`src/rtl/pixel_mux_if.sv`:
```
// Pixel-pipeline bundle between the PPU fetch/render logic and the palette mux.
interface pixel_mux_if;
  logic        line_start;
  logic        pix_en;
  logic [3:0]  bg_pix;
  logic [3:0]  spr_pix;
  logic        spr_behind;
  logic        spr_zero;
  logic        show_bg;
  logic        show_spr;
  logic        left_bg;
  logic        left_spr;
  logic [13:0] vaddr;
  logic        frame_clr;
  logic [4:0]  pal_addr;
  logic        pix_valid;
  logic        spr0_hit;

  modport master (
    output line_start, pix_en, bg_pix, spr_pix, spr_behind, spr_zero,
           show_bg, show_spr, left_bg, left_spr, vaddr, frame_clr,
    input  pal_addr, pix_valid, spr0_hit
  );

  modport slave (
    input  line_start, pix_en, bg_pix, spr_pix, spr_behind, spr_zero,
           show_bg, show_spr, left_bg, left_spr, vaddr, frame_clr,
    output pal_addr, pix_valid, spr0_hit
  );
endinterface

```
`src/rtl/pixel_mux.sv`:
```
// Background/sprite priority mux producing the palette RAM address, sprite-0 hit and a
// pix_valid strobe delayed VLD_DELAY cycles; all outputs registered, no backpressure.
module pixel_mux #(
  parameter int VLD_DELAY = 2
) (
  input logic        clk,
  input logic        rst,
  pixel_mux_if.slave bus
);

  localparam logic [8:0] X_END = 9'd256;
  localparam logic [8:0] X_LAST = 9'd255;

  logic [8:0]           x;
  logic [4:0]           pal_addr_q;
  logic [VLD_DELAY-1:0] vld_sr;
  logic                 spr0_hit_q;

  logic       accept;
  logic       left_zone;
  logic       bg_opq;
  logic       spr_opq;
  logic       backdrop;
  logic       hit_set;
  logic [4:0] mux_addr;

  // Leftmost 8 pixels are x=0..7; x[8:3] is zero only there.
  assign left_zone = (x[8:3] == 6'd0);
  assign accept    = bus.pix_en && !x[8];

  assign bg_opq  = (bus.bg_pix[1:0] != 2'd0) && bus.show_bg &&
                   (!left_zone || bus.left_bg);
  assign spr_opq = (bus.spr_pix[1:0] != 2'd0) && bus.show_spr &&
                   (!left_zone || bus.left_spr);

  // With rendering off and v pointing into palette space, the PPU shows that entry.
  assign backdrop = !bus.show_bg && !bus.show_spr && (bus.vaddr[13:8] == 6'h3F);

  assign hit_set = accept && bus.spr_zero && bg_opq && spr_opq && (x != X_LAST);

  always_comb begin
    mux_addr = 5'h00;
    if (bg_opq && spr_opq) begin
      mux_addr = bus.spr_behind ? {1'b0, bus.bg_pix} : {1'b1, bus.spr_pix};
    end else if (spr_opq) begin
      mux_addr = {1'b1, bus.spr_pix};
    end else if (bg_opq) begin
      mux_addr = {1'b0, bus.bg_pix};
    end
  end

  // Counter parks at 256 so stray pix_en beyond the visible line is ignored.
  always_ff @(posedge clk or negedge rst) begin
    if (!rst) begin
      x <= X_END;
    end else if (bus.line_start) begin
      x <= 9'd0;
    end else if (bus.pix_en && !x[8]) begin
      x <= x + 9'd1;
    end
  end

  always_ff @(posedge clk or negedge rst) begin
    if (!rst) begin
      pal_addr_q <= 5'h00;
    end else if (backdrop) begin
      pal_addr_q <= bus.vaddr[4:0];
    end else if (accept) begin
      pal_addr_q <= mux_addr;
    end
  end

  always_ff @(posedge clk or negedge rst) begin
    if (!rst) begin
      vld_sr <= '0;
    end else begin
      vld_sr[0] <= accept;
      for (int i = 1; i < VLD_DELAY; i++) begin
        vld_sr[i] <= vld_sr[i-1];
      end
    end
  end

  always_ff @(posedge clk or negedge rst) begin
    if (!rst) begin
      spr0_hit_q <= 1'b0;
    end else if (bus.frame_clr) begin
      spr0_hit_q <= 1'b0;
    end else if (hit_set) begin
      spr0_hit_q <= 1'b1;
    end
  end

  assign bus.pal_addr  = pal_addr_q;
  assign bus.pix_valid = vld_sr[VLD_DELAY-1];
  assign bus.spr0_hit  = spr0_hit_q;

endmodule

```
`src/flat_wrapper.sv`:
```
// flat-port wrapper written by rule: the top's interface ports become plain ports
module pixel_mux_flat 
#(
  parameter int VLD_DELAY = 2
)
  (clk, rst, bus_line_start, bus_pix_en, bus_bg_pix, bus_spr_pix, bus_spr_behind, bus_spr_zero, bus_show_bg, bus_show_spr, bus_left_bg, bus_left_spr, bus_vaddr, bus_frame_clr, bus_pal_addr, bus_pix_valid, bus_spr0_hit);
  pixel_mux_if bus_i ();
  input logic clk;
  input logic rst;
  input wire logic [$bits(bus_i.line_start)-1:0] bus_line_start;
  input wire logic [$bits(bus_i.pix_en)-1:0] bus_pix_en;
  input wire logic [$bits(bus_i.bg_pix)-1:0] bus_bg_pix;
  input wire logic [$bits(bus_i.spr_pix)-1:0] bus_spr_pix;
  input wire logic [$bits(bus_i.spr_behind)-1:0] bus_spr_behind;
  input wire logic [$bits(bus_i.spr_zero)-1:0] bus_spr_zero;
  input wire logic [$bits(bus_i.show_bg)-1:0] bus_show_bg;
  input wire logic [$bits(bus_i.show_spr)-1:0] bus_show_spr;
  input wire logic [$bits(bus_i.left_bg)-1:0] bus_left_bg;
  input wire logic [$bits(bus_i.left_spr)-1:0] bus_left_spr;
  input wire logic [$bits(bus_i.vaddr)-1:0] bus_vaddr;
  input wire logic [$bits(bus_i.frame_clr)-1:0] bus_frame_clr;
  output wire logic [$bits(bus_i.pal_addr)-1:0] bus_pal_addr;
  output wire logic [$bits(bus_i.pix_valid)-1:0] bus_pix_valid;
  output wire logic [$bits(bus_i.spr0_hit)-1:0] bus_spr0_hit;
  assign bus_i.line_start = bus_line_start;
  assign bus_i.pix_en = bus_pix_en;
  assign bus_i.bg_pix = bus_bg_pix;
  assign bus_i.spr_pix = bus_spr_pix;
  assign bus_i.spr_behind = bus_spr_behind;
  assign bus_i.spr_zero = bus_spr_zero;
  assign bus_i.show_bg = bus_show_bg;
  assign bus_i.show_spr = bus_show_spr;
  assign bus_i.left_bg = bus_left_bg;
  assign bus_i.left_spr = bus_left_spr;
  assign bus_i.vaddr = bus_vaddr;
  assign bus_i.frame_clr = bus_frame_clr;
  assign bus_pal_addr = bus_i.pal_addr;
  assign bus_pix_valid = bus_i.pix_valid;
  assign bus_spr0_hit = bus_i.spr0_hit;
  pixel_mux #(.VLD_DELAY(VLD_DELAY)) u_core (.clk(clk), .rst(rst), .bus(bus_i));
endmodule
```
`config.mk`:
```
export PLATFORM = sky130hd
export DESIGN_NAME = pixel_mux_flat
export DESIGN_NICKNAME = d
export VERILOG_FILES = /design/src/rtl/pixel_mux_if.sv /design/src/rtl/pixel_mux.sv /design/src/flat_wrapper.sv
export SDC_FILE = /design/constraint.sdc
export NUM_CORES = 1
export LEC_CHECK = 0
export ABC_AREA = 1
export CAP_MARGIN = 10
export CORE_ASPECT_RATIO = 0.8
export CORE_MARGIN = 1
export CORE_UTILIZATION = 42
export CTS_BUF_LIST = sky130_fd_sc_hd__clkbuf_4
export CTS_CLUSTER_DIAMETER = 150
export CTS_CLUSTER_SIZE = 12
export DETAILED_ROUTE_END_ITERATION = 10
export PLACE_DENSITY = 0.88
export SYNTH_ARGS = -nofsm -noshare
export SYNTH_HDL_FRONTEND = slang
export SYNTH_SLANG_ARGS = --single-unit
export TNS_END_PERCENT = 100
```
`constraint.sdc`:
```
create_clock -name clk -period 1.45 [get_ports clk]
set_clock_uncertainty 0.15 [all_clocks]
set_input_delay 0.29 -clock clk [delete_from_list [all_inputs] [get_ports clk]]
set_output_delay 0.29 -clock clk [all_outputs]
set_load 0.01 [all_outputs]
```
==> results of run 1 <==
[cells in the mapped netlist]
master	instances
sky130_fd_sc_hd__a21oi_1	4
sky130_fd_sc_hd__a21oi_2	2
sky130_fd_sc_hd__a21oi_4	1
sky130_fd_sc_hd__buf_6	1
sky130_fd_sc_hd__dfrtp_1	16
sky130_fd_sc_hd__dfstp_2	1
sky130_fd_sc_hd__ha_1	2
sky130_fd_sc_hd__inv_1	19
sky130_fd_sc_hd__inv_2	3
sky130_fd_sc_hd__nand2_1	40
sky130_fd_sc_hd__nand2_2	1
sky130_fd_sc_hd__nand2_4	3
sky130_fd_sc_hd__nand3_1	17
sky130_fd_sc_hd__nand3_2	3
sky130_fd_sc_hd__nand4_1	2
sky130_fd_sc_hd__nand4_2	1
sky130_fd_sc_hd__nor2_1	12
sky130_fd_sc_hd__nor2_2	3
sky130_fd_sc_hd__nor2_4	3
sky130_fd_sc_hd__nor3_4	3
sky130_fd_sc_hd__o211ai_1	1
sky130_fd_sc_hd__o21a_1	1
sky130_fd_sc_hd__o21ai_0	9
sky130_fd_sc_hd__o21ai_2	1
sky130_fd_sc_hd__o21bai_4	1
[what timing repair did]
action / CTS / global route
buffers inserted: 3 / 6
resized for setup: 15 / 20
endpoints found under the setup margin: 19 / 19
pin swaps: 8 / 18
[worst max path at each step]
stage                                        end  slack [ns]  cells after the start
after floorplan                      u_core.x[8]        0.02                      7
after global placement    u_core.bus.pal_addr[3]       -0.30                      7
after detailed placement             u_core.x[7]       -0.38                      8
after CTS                            u_core.x[7]       -0.06                      7
after global routing                 u_core.x[8]       -0.21                      7
final                                u_core.x[8]       -0.12                      7
[power groups by stage]
stage / registers [mW] / clock network (mW) / logic, mW
global placement: 0.517 / 0 / 0.272
floorplan: 0.526 / 0 / 0.0980
global route: 0.511 / 0.305 / 0.335
finish: 0.510 / 0.280 / 0.306
CTS: 0.509 / 0.286 / 0.283
detailed placement: 0.519 / 0 / 0.283
[cells by family (layout without fill, tap and decap cells)]
logic type                 Yosys count  after routing  synth area share
and+or+nand+nor                     88             88             0.410
DFF                                 17             17             0.367
buffers and inverters               23             88            0.0806
adders and majority gates            2              2            0.0215
AOI/OAI and AO/OA                   20             20             0.122
[layer usage]
layer  track usage  share of wire
met5             0              0
met4        0.0871          0.018
met3        0.0451          0.063
met2         0.436           0.53
met1         0.279           0.39
[area by class of cell]
cell class / count / area share
Tap cell: 36 / 0.0244
Clock buffer: 4 / 0.0162
Inverter: 22 / 0.0460
Timing Repair Buffer: 62 / 0.300
Sequential cell: 17 / 0.232
Multi-Input combinational cell: 110 / 0.381
[flip-flops by register name (all words and copies together), names as in the netlist]
name / cells
u_core.vld_sr: 2
u_core.x: 9
u_core.bus.spr0_hit: 1
u_core.bus.pal_addr: 5
==> summary.md, run 1 <==
| Metric | Value |
|---|---|
| Area delta synth->final | 58.9% |
| Design internal power | 789 uW |
| Width of the die | 60.9 um |
| Core area | 0.00254 sq mm |
| Vertical die dimension | 49.1 um |
| Achievable clock frequency | 0.636 GHz |
| Antenna diode instance count | 0 |
| Max_cap viols | 0 |
| Critical setup path kind | flip-flop to flip-flop |
| Leakage power | 0.929 nW |
| Final weighted congestion in routability-driven placement | 0.876 |
| Final number of max-transition violations | 0 |
| Most common cell after layout, fill and taps aside | sky130_fd_sc_hd__nand2_1 |
| Crit path time final | 1.57 ns |
| Maximum number of buffers from clock root to sink | 2 |
| Rows | 16 |
| Setup repair after global routing missed its margin | yes |
| Layout cells sized above 1 | 0.335 |
| Final non-filler cell total | 251 |
| Fraction of power consumed by combinational cells | 0.279 |
| Number of nets in the finished design | 251 |
| CP delay by family, top | adder cells |
| Crit start category | flip-flop |
| Total power density per cell area | 592 mW/mm^2 |
| Root Buffer | sky130_fd_sc_hd__clkbuf_4 |
| Pin count of the biggest net entering global routing | 18 |
| Largest incremental delay on the critical path | 0.38 ns |
| Register-to-Register Setup Slack | -0.12 ns |
| Aggregate global routing overflow | 0 |
| Crit path launch | u_core.x[0] |
| Leading area contributor after synthesis | sky130_fd_sc_hd__dfrtp_1 |
| Number of DRC markers in iteration 0 | 73 |
| Sequential cell area fraction in the yosys report | 0.367 |
| Worst-case reg-to-reg path depth | 7 |
| Instance count of the mapped netlist | 150 |
| Cell mode on critical path | sky130_fd_sc_hd__nor2_1 |
| Post-Route Hold Slack | 0.150 ns |
| Final worst-path cycle share | 1.08 |
| Transition time at the pin with the least slew margin | 0.283 ns |
| Clock latency on the worst-skew pair | 0.30 ns |
| Vias after detailed routing | 1287 |
| Number of routed nets with antenna violations | 0 |
| Detailed Routing Iterations Pass 1 | 4 |
| Level count of the clock H-tree | 1 |
| Sum of net half-perimeters after detailed placement | 2.51 mm |
| Fraction of power consumed by sequential logic | 0.465 |
| Worst slack, placed | -0.377 ns |
| Crit Reg-Reg Startpoint | u_core.x[0] |
| Total length of routed wires | 3.46 mm |
| Switching share of power | 0.279 |
| Sink count of the clock tree | 17 |
| Vias per std cell | 5.13 |
| Kind of path behind the tightest hold check | input pin to asynchronous set/reset pin |
| Unique cell type count in the Yosys netlist | 25 |
| Element type at the critical path end | flip-flop |
| Clk pwr share | 0.256 |
| Area used by sequential logic in the layout | 429 sq um |
| Placed Instance Area | 0.00170 sq mm |
| Reg2reg end | u_core.x[8] |
| Number of top-level pins | 40 |
| Endpoint arrival time on the critical path | 1.66 ns |
| Clock input transition at the sequential cells of the worst setup and hold paths | 0.10 ns |
| Critical Path RT | 1.54 ns |
| Count of final hold-check violations | 0 |
| Starting utilization of the core area | 0.458 |
| # setup viols final | 11 |
| Total power draw | 1.10 mW |
| Reported net switching power | 306 uW |
| Inserted Clock Buffers | 3 |
| Hold buffer count at cts | 0 |
| Per-instance average area after synthesis | 7.76 sq um |
| Highest net fanout along the worst path | 2 |
| Total Die Area | 0.00299 sq mm |
| Area of the multi-input gates | 704 sq um |
| Fillcell total | 196 |
| Number of nets produced by synthesis | 185 |
| TritonCTS clock tree | done |
| Vias in the first global route | 1233 |
| Area contributors post-synth | sky130_fd_sc_hd__dfrtp_1, sky130_fd_sc_hd__nand2_1, sky130_fd_sc_hd__nand3_1, sky130_fd_sc_hd__inv_1, sky130_fd_sc_hd__nor3_4 |
| Yosys top cell area share | 0.344 |
| Status | finished with violations |
| Smallest setup slack after layout | -0.123 ns |
| Post-route DRC | 0 |
| Wire length of the first global-routing pass | 5.27 mm |
| Port Buffers | 36 |
| Slowest library cell on the worst path | sky130_fd_sc_hd__dfrtp_1 |
| Area of the mapped netlist | 0.00116 sq mm |
| Worst rel slew slack | 0.810 |
| Most frequent cells in the layout | sky130_fd_sc_hd__nand2_1, sky130_fd_sc_hd__clkdlybuf4s50_1, sky130_fd_sc_hd__buf_4, sky130_fd_sc_hd__inv_1 |
| Final Instance Area | 0.00185 sq mm |
| Total instance count after detailed placement | 239 |
| Summed negative setup slack over all endpoints | -0.691 ns |
| Total routing usage reported by global routing | 0.243 |
| Ordered list of cells on the worst path | ha_2 -> nand4_1 -> nor2_1 -> ha_2 -> nor2_2 -> nor2_1 -> nor2_1 |
| Worst Path Buf+Inv | 0 |
| Core Util, Final | 0.727 |
| Antenna violations before repair | 0 |
| Syn. warnings | 0 |
| Average wire per standard cell | 13.8 um |
| Violated checks | setup timing |
| Worst IR Drop VDD | 0.259 mV |
| Number of synthesized register bits | 17 |
Power figures use the tool's default switching activity.
==> run 2, diff against run 1 <==
- SLEW_MARGIN: default -> 10
==> results of run 2 <==
The final DEF is identical to that of run 1; final timing and power are the same.
==> run 3, diff against run 2 <==
- CTS_CLUSTER_DIAMETER: 150 -> default
- SLEW_MARGIN: 10 -> 25
==> results of run 3 <==
The final DEF is identical to that of run 1; final timing and power are the same.
==> RTL edit (config.mk and constraints of run 3) <==
`VLD_DELAY` is set to 2 in 2 places; all go to 1.
--- a/src/rtl/pixel_mux.sv
+++ b/src/rtl/pixel_mux.sv
@@ -3,3 +3,3 @@
 module pixel_mux #(
-  parameter int VLD_DELAY = 2
+  parameter int VLD_DELAY = 1
 ) (
--- a/src/flat_wrapper.sv
+++ b/src/flat_wrapper.sv
@@ -3,3 +3,3 @@
 #(
-  parameter int VLD_DELAY = 2
+  parameter int VLD_DELAY = 1
 )
Check against the original RTL: not equivalent (a bounded check fails within 4 cycles, from zero or initial values and one cycle with rst low).
==> RTL edit against run 3 <==
The run still ends with setup timing left; area after synthesis down 5.4%; sequential power decreased by 5.3%; sequential cell count decreased by 1; setup slack worse by 0.0032 ns; largest cell class unchanged; total power down 5.3%; design area down 3.5%; combinational power decreased by 6.5%; clock power down 4%; wire length increased by 0.78%.
==> RTL edit: results (changes against run 3) <==
| Metric | Value |
|---|---|
| Met1 WL | `1370 µm (+2.8%)` |
| Nets | `249 (-0.80%)` |
| Cell Count, Final, Fillers Out | `249 (-0.80%)` |
| R2R depth | `9 (+2)` |
| Worst Max-Slew Pin Slew | `0.324 ns (+0.0407 ns)` |
| Status | `finished, violations left` |
| Met2 WL post-DR | `1810 µm (-2.1%)` |
| Max Transition Viols Final | `0 (unchanged)` |
| Post-DP HPWL | `2520 µm (+0.33%)` |
| Sw frac | `0.304 (+0.0246)` |
| Register area share after synthesis | `0.365 (-0.00189)` |
| Largest fanout on the critical path | `5 (+3)` |
| RD Place Congestion | `0.920 (+5.0%)` |
| GRT met2 Usage | `0.497 (+0.0607)` |
| First-pass GRT wire length | `5360 µm (+1.7%)` |
| Placed cells | `239 (unchanged)` |
| H-tree levels | `1 (unchanged)` |
| # setup viols final | `10 (-1)` |
| Clock slew at reported path FFs | `0.11 ns` |
| CP delay by family, top | `simple AND/OR/NAND/NOR gates` |
| CP max-delay cell | `dfrtp_1` |
| Worst Setup SP | `u_core.x[6]` |
| Setup TNS | `-0.605 ns (+0.0864 ns)` |
| Pwr dens | `581 nW/µm² (-1.9%)` |
| Count of cell types in the netlist | `25 (unchanged)` |
| Post-place setup slack | `-0.413 ns (-0.0361 ns)` |
| GR Util met1 | `0.309 (+0.0295)` |
| VDD IR max | `373 µV (+44%)` |
| Hold WS | `0.0762 ns (-0.0740 ns)` |
| Power Sequential | `483 µW (-5.3%)` |
| Met3 usage | `0.0432 (-0.00185)` |
| Clk network pwr share | `0.259 (+0.003)` |
| Post-synthesis net count | `184 (-0.54%)` |
| Vias in the first global route | `1196 (-3.0%)` |
| Overall Global Routing Usage | `0.266 (+0.0233)` |
| Final worst setup slack | `-0.126 ns (-0.00323 ns)` |
| Fraction of layout cells with a size suffix above 1 | `0.296 (-0.0391)` |
| Failing checks | `setup timing` |
| LEAKAGE | `0.000876 µW (-5.6%)` |
| Crit path capture | `u_core.bus.pal_addr[1]` |
| Largest net degree at the start of global routing | `10 (-8)` |
| Largest cells by area after synthesis | `dfrtp_1, nand2_1, nand3_1` |
| Iteration-0 DRC Markers | `46 (-37%)` |
| Fillers | `174 (-11%)` |
| Syn_area_per_cell | `7.39 µm² (-4.7%)` |
| Vias | `1269 (-1.4%)` |
| DR WL/cell | `14.0 µm (+1.6%)` |
| Slowest stage delay, CP | `0.42 ns (+0.04 ns)` |
| DR WL met3 | `225 µm (+3.2%)` |
| Placed Area | `1650 µm² (-2.4%)` |
| Top post-synthesis cells by count | `nand2_1, inv_1, nand3_1` |
==> RTL edit: changes by cell type in the layout (fill, tap and decap cells not counted), moves of 3 or more <==
cell and change:
nand2_4 -3, nand3_1 +3, a21oi_1 +4, o21ai_0 -3
==> RTL edit: cell families (layout without fill, tap and decap cells) <==
group / count (synthesis) / after routing / synth area share
AND/OR/NAND/NOR: 88 / 88 / 0.408
buffers and inverters: 24 / 88 / 0.0886
adder cells (fa/ha/maj): 2 / 2 / 0.0227
flip-flops: 16 / 16 / 0.365
AO/OA/AOI/OAI: 19 / 19 / 0.116
==> RTL edit: timing repair <==
action / CTS / global route
endpoints found under the setup margin: 18 / 17
setup buffers: 3 / 3
pin swaps: 11 / 8
resized for setup: 15 / 15
==> RTL edit: area by class of cell <==
type	count	area, µm²	area share
clock buffer	3	22.5	0.0126
clock inverter	1	3.75	0.00210
inverter	22	82.6	0.0463
multi-input combinational	109	657	0.368
sequential	16	402	0.225
tap	36	45.0	0.0252
timing repair buffer	62	572	0.320
